`config.mk`:
```
export PLATFORM = sky130hd
export DESIGN_NAME = cache_fill_fsm_flat
export DESIGN_NICKNAME = d
export VERILOG_FILES = /design/src/rtl/cache_fill_if.sv /design/src/rtl/cache_fill_fsm.sv /design/src/flat_wrapper.sv
export SDC_FILE = /design/constraint.sdc
export NUM_CORES = 1
export LEC_CHECK = 0
export BUFFER_PORTS_ARGS = -buffer_cell sky130_fd_sc_hd__buf_2
export CAP_MARGIN = 20
export CORE_UTILIZATION = 45
export DETAILED_ROUTE_END_ITERATION = 10
export HOLD_SLACK_MARGIN = 0.12
export PLACE_DENSITY = 0.8
export SKIP_LAST_GASP = 1
export SYNTH_ARGS = -nofsm -noshare
export SYNTH_HDL_FRONTEND = slang
export SYNTH_SLANG_ARGS = --single-unit
```
`constraint.sdc`:
```
create_clock -name clk -period 1.92 [get_ports clk]
set_input_delay 0.192 -clock clk [delete_from_list [all_inputs] [get_ports clk]]
set_output_delay 0.192 -clock clk [all_outputs]
set_load 0.005 [all_outputs]
```
`src/rtl/cache_fill_if.sv`:
```
// Miss/fill handshake between the cache, the fill FSM and the memory port.
`timescale 1ns/1ps
interface cache_fill_if;
   logic        miss_detected;
   logic [15:0] miss_address;
   logic [15:0] memory_data;
   logic        memory_data_valid;
   logic        fsm_busy;
   logic        memory_read;
   logic [15:0] memory_address;
   logic        write_data_array;
   logic [15:0] data_array_address;
   logic        write_tag_array;

   // Fill FSM side: issues memory reads and cache array writes.
   modport master (
      input  miss_detected, miss_address, memory_data, memory_data_valid,
      output fsm_busy, memory_read, memory_address,
             write_data_array, data_array_address, write_tag_array
   );

   // Cache/memory side: reports misses and returns read data.
   modport slave (
      output miss_detected, miss_address, memory_data, memory_data_valid,
      input  fsm_busy, memory_read, memory_address,
             write_data_array, data_array_address, write_tag_array
   );
endinterface

```
`src/rtl/cache_fill_fsm.sv`:
```
// Cache block fill controller: on a miss, issues WORDS consecutive word reads
// and writes each returned word into the data array, tagging on the last one.
`timescale 1ns/1ps
module cache_fill_fsm #(
   parameter int unsigned WORDS = 8
) (
   input logic          clk,
   input logic          rst,
   cache_fill_if.master bus
);
   localparam int unsigned ADDR_W = 16;
   localparam int unsigned CNT_W  = $clog2(WORDS + 1);
   localparam logic [ADDR_W-1:0] BLOCK_MASK = 16'hFFF0;
   localparam logic [CNT_W-1:0]  CNT_FULL   = CNT_W'(WORDS);
   localparam logic [CNT_W-1:0]  CNT_LAST   = CNT_W'(WORDS - 1);
   localparam logic [CNT_W-1:0]  CNT_ONE    = CNT_W'(1);

   typedef enum logic {
      IDLE = 1'b0,
      WAIT = 1'b1
   } state_t;

   state_t              state_q, state_d;
   logic [ADDR_W-1:0]   base_q, base_d;
   logic [CNT_W-1:0]    issue_cnt_q, issue_cnt_d;
   logic [CNT_W-1:0]    recv_cnt_q, recv_cnt_d;
   logic [CNT_W-1:0]    issue_idx;
   logic                issuing;
   logic                receiving;

   // State, latched block base and request/receive counters.
   always_ff @(posedge clk or posedge rst) begin
      if (rst) begin
         state_q     <= IDLE;
         base_q      <= '0;
         issue_cnt_q <= '0;
         recv_cnt_q  <= '0;
      end else begin
         state_q     <= state_d;
         base_q      <= base_d;
         issue_cnt_q <= issue_cnt_d;
         recv_cnt_q  <= recv_cnt_d;
      end
   end

   // Next-state and output decode; array writes follow memory_data_valid directly.
   always_comb begin
      state_d     = state_q;
      base_d      = base_q;
      issue_cnt_d = issue_cnt_q;
      recv_cnt_d  = recv_cnt_q;
      issuing     = 1'b0;
      receiving   = 1'b0;
      bus.write_tag_array = 1'b0;

      case (state_q)
         IDLE: begin
            if (bus.miss_detected) begin
               base_d      = bus.miss_address & BLOCK_MASK;
               issue_cnt_d = '0;
               recv_cnt_d  = '0;
               state_d     = WAIT;
            end
         end
         WAIT: begin
            issuing = (issue_cnt_q < CNT_FULL);
            if (issuing) begin
               issue_cnt_d = issue_cnt_q + CNT_ONE;
            end
            receiving = bus.memory_data_valid && (recv_cnt_q < CNT_FULL);
            if (receiving) begin
               recv_cnt_d = recv_cnt_q + CNT_ONE;
               if (recv_cnt_q == CNT_LAST) begin
                  bus.write_tag_array = 1'b1;
                  state_d             = IDLE;
               end
            end
         end
         default: state_d = IDLE;
      endcase

      // Once all requests are out, keep presenting the last request address.
      issue_idx = (issue_cnt_q == CNT_FULL) ? CNT_LAST : issue_cnt_q;

      bus.fsm_busy           = (state_q == WAIT);
      bus.memory_read        = issuing;
      bus.memory_address     = base_q + (ADDR_W'(issue_idx) << 1);
      bus.write_data_array   = receiving;
      bus.data_array_address = receiving ? (base_q + (ADDR_W'(recv_cnt_q) << 1)) : '0;
   end
endmodule

```
`src/flat_wrapper.sv`:
```
// flat-port wrapper written by rule: the top's interface ports become plain ports
module cache_fill_fsm_flat 
#(
   parameter int unsigned WORDS = 8
)
  (clk, rst, bus_miss_detected, bus_miss_address, bus_memory_data, bus_memory_data_valid, bus_fsm_busy, bus_memory_read, bus_memory_address, bus_write_data_array, bus_data_array_address, bus_write_tag_array);
  cache_fill_if bus_i ();
  input logic clk;
  input logic rst;
  input wire logic [$bits(bus_i.miss_detected)-1:0] bus_miss_detected;
  input wire logic [$bits(bus_i.miss_address)-1:0] bus_miss_address;
  input wire logic [$bits(bus_i.memory_data)-1:0] bus_memory_data;
  input wire logic [$bits(bus_i.memory_data_valid)-1:0] bus_memory_data_valid;
  output wire logic [$bits(bus_i.fsm_busy)-1:0] bus_fsm_busy;
  output wire logic [$bits(bus_i.memory_read)-1:0] bus_memory_read;
  output wire logic [$bits(bus_i.memory_address)-1:0] bus_memory_address;
  output wire logic [$bits(bus_i.write_data_array)-1:0] bus_write_data_array;
  output wire logic [$bits(bus_i.data_array_address)-1:0] bus_data_array_address;
  output wire logic [$bits(bus_i.write_tag_array)-1:0] bus_write_tag_array;
  assign bus_i.miss_detected = bus_miss_detected;
  assign bus_i.miss_address = bus_miss_address;
  assign bus_i.memory_data = bus_memory_data;
  assign bus_i.memory_data_valid = bus_memory_data_valid;
  assign bus_fsm_busy = bus_i.fsm_busy;
  assign bus_memory_read = bus_i.memory_read;
  assign bus_memory_address = bus_i.memory_address;
  assign bus_write_data_array = bus_i.write_data_array;
  assign bus_data_array_address = bus_i.data_array_address;
  assign bus_write_tag_array = bus_i.write_tag_array;
  cache_fill_fsm #(.WORDS(WORDS)) u_core (.clk(clk), .rst(rst), .bus(bus_i));
endmodule
```
==> flow_summary.json <==
{
  "ios": 72,
  "fin_worst_skew_ps": 13.4,
  "async_flop_share_pct": 100,
  "switching_share_pct": 43.0,
  "grt_first_pass_wirelength_mm": 6.64,
  "grt_overflow": 0,
  "grt_pass1_vias": 1485,
  "setup_tns_ps": -1970,
  "area_growth_pct": 62.2,
  "crit_chain": "inv_2 > ha_4 > a21boi_2 > ha_4 > buf_4 > nand3_4 > buf_4 > xnor2_1 > buf_2",
  "hold_viol": 0,
  "cp_top_family": "buffers and inverters",
  "die-area_um2": 3310,
  "failed_checks": "DRC, setup timing",
  "switchingPower_mw": 1.33,
  "drv_slew": 0,
  "rr_startpoint": "u_core.recv_cnt_q[3]",
  "placementRows": 19,
  "required_ps": 1730,
  "cts_buffers": 3,
  "io_buffers": 49,
  "fmax_mhz": 478,
  "cp_max_fo": 5,
  "critPathSlowestCell": "dfrtp_1",
  "dr.pass1.iters": 7,
  "pwr-share-comb_pct": 61.4,
  "multiInputGateArea_um2": 982,
  "drv_cap": 0,
  "synth-seq-area-share_pct": 37.9,
  "avgRoutedWirePerCell_um": 14.0,
  "drt-initial-drc-count": 99,
  "yosysMostFrequentCell": "nand2_1",
  "antenna_cells": 0,
  "yosysWarnings": 0,
  "p_clk_share_pct": 7.3,
  "synthDistinctLibCells": 31,
  "netlist.top_cell.by_area": "dfrtp_1",
  "setup_viol": 18,
  "slew_headroom_pct": 43.6,
  "synth_commonest_cells": "nand2_1, dfrtp_1, a21oi_1, nor2_1",
  "r2r-end": "u_core.recv_cnt_q[3]",
  "endpoint": "bus_memory_address[7]",
  "critPathKind": "reg -> out",
  "netlist_instances": 172,
  "tritoncts": "yes",
  "ys.flop_type": "dfrtp_1",
  "synth_edf_count": 0,
  "insertion_delay_ps": 320,
  "clock-sinks": 21,
  "grt_max_degree": 22,
  "regArea_um2": 534,
  "tightest_slew_ps": 846,
  "drive_above_1_share_pct": 46.2,
  "wl_mm": 4.14,
  "status": "finished, violations left",
  "rsz0062_at_grt": "true",
  "gp_congestion": 0.862,
  "avgSynthCellArea_um2": 8.07,
  "syn_area_um2": 1390,
  "via_per_inst": 5.24,
  "ir_drop_uv": 988,
  "vias": 1546,
  "period_minus_slack_ps": 2090,
  "cp_slowest_stage_delay_ps": 380,
  "start_kind": "register",
  "path_clk_slew_ps": 120,
  "antenna_found_initial": 0,
  "arrival_ps": 1900,
  "ys_ff_latch": 21,
  "min_path_type": "in -> reg",
  "layout_setup_ws_ps": -172,
  "nFillCells": 207,
  "clockBufferDepth": 2,
  "netlist.area_leader.share_pct": 37.9,
  "seq_power_share_pct": 31.3,
  "grt_usage_pct": 26.1,
  "start_util_pct": 49.0,
  "finalCritPeriodShare_pct": 109,
  "drc": 6,
  "root_buffer": "clkbuf_4",
  "core_um2": 2830,
  "power_density_nw_per_um2": 1380,
  "cp_num_buf_inv": 4,
  "dpl.hpwl_mm": 2.44,
  "p_int_mw": 1.77,
  "antenna_left": 0,
  "fin_nets": 308,
  "die_w_um": 57.5,
  "r2r_slack_ps": 520,
  "die_height_um": 57.5,
  "cp_num_cells": 9,
  "leakagePower_nw": 1.15,
  "synth.area.top_cells": "dfrtp_1, nand2_1, ha_1, xor2_1, xnor2_1",
  "endpoint_kind": "output port",
  "cts_max_level": 1,
  "pre_cts_ws_ps": -60.1,
  "worstSetupStartpoint": "u_core.issue_cnt_q[1]",
  "ff2ff_path_depth": 5
}
## worst min-delay path by stage
stage	slack, ps	from	cells after the start	to
2_1_floorplan	170	rst	1	u_core.base_q[10]
3_3_place_gp	370	rst	2	u_core.issue_cnt_q[0]
3_5_place_dp	390	bus_miss_address[15]	3	u_core.base_q[15]
4_1_cts	140	bus_miss_detected	3	u_core.bus.fsm_busy
5_1_grt	150	bus_miss_detected	3	u_core.bus.fsm_busy
6_report	170	bus_miss_detected	3	u_core.bus.fsm_busy
## worst register-to-register path: stages (launching register included)
cell	delay, ps
dfrtp_1	440
buf_4	150
nand3b_1	220
inv_2	190
and2_1	170
a32o_1	170
## area by class of cell
class	instances	share of cell area, %
clock buffer	3	1.00
clock inverter	1	0.222
inverter	7	1.17
multi-input combinational	136	43.6
sequential	21	23.7
tap	31	1.72
timing repair buffer	96	28.5
## power groups by stage
stage | Sequential, mW | Combinational [mW] | Clock [mW]
after floorplan | 0.853 | 0.811 | 0
after global placement | 0.955 | 1.26 | 0
after detailed placement | 0.959 | 1.29 | 0
after CTS | 0.958 | 1.74 | 0.239
after global routing | 1.00 | 2.10 | 0.254
final | 0.973 | 1.91 | 0.227
## state kept, by name, indices dropped and copies added (netlist names)
name	count
u_core.base_q	12
u_core.recv_cnt_q	4
u_core.issue_cnt_q	4
u_core.bus.fsm_busy	1
## layout by cell type, fill, tap and decap left out, drive strengths merged, types with 2 or more instances in the layout
master / instances
buf: 83
or3: 5
nor3: 4
a21oi: 9
dlygate4sd3: 13
and2: 7
nand4: 3
ha: 7
nand2: 45
or4: 3
nor2b: 2
nand3b: 2
o31ai: 4
clkbuf: 3
dfrtp: 21
xnor2: 6
o21ai: 8
conb: 2
nand3: 6
inv: 7
xor2: 8
nor2: 9
## cell families (layout without fill, tap and decap cells)
group                    count (synthesis)  after routing  share of synthesized area [%]
AO/OA/AOI/OAI                           25             25                           10.6
XOR/XNOR                                14             14                           8.84
adder cells (fa/ha/maj)                  7              7                           6.31
buffers and inverters                   16            107                           5.14
flip-flops                              21             21                           37.9
other                                    1              2                          0.270
AND/OR/NAND/NOR                         88             88                           31.0
## routing by layer
| metal | track usage (%) | vias to the layer above | share of wire [%] |
|---|---|---|---|
| met5 | 0 | - | 0 |
| met4 | 6.97 | 0 | 1.1 |
| met2 | 45.3 | 58 | 50 |
| met1 | 32.6 | 728 | 43 |
| li1 | - | 754 | - |
| met3 | 5.67 | 6 | 5.4 |
## metrics by stage
step | area [um2] | util (%) | cells | total power, mW | hold slack [ps]
floorplan | 1390 | - | 173 | 1.66 | 169
global placement | 1730 | 61.1 | 257 | 2.22 | 373
detailed placement | 1730 | 61.1 | 257 | 2.25 | 386
CTS | 2160 | 76.3 | 291 | 2.94 | 144
global route | 2250 | 79.6 | 295 | 3.35 | 154
finish | 2250 | 79.6 | 295 | 3.11 | 169
## repair_timing
item                       in CTS  in global routing
gates resized for setup        36                 12
pin swaps                      15                  7
cloned                          0                  0
hold buffers                   13                  0
setup buffers                  17                  5
hold endpoints to repair       33                  0
setup endpoints to repair      18                 18
Note: power is estimated with default switching activity, not from simulation.
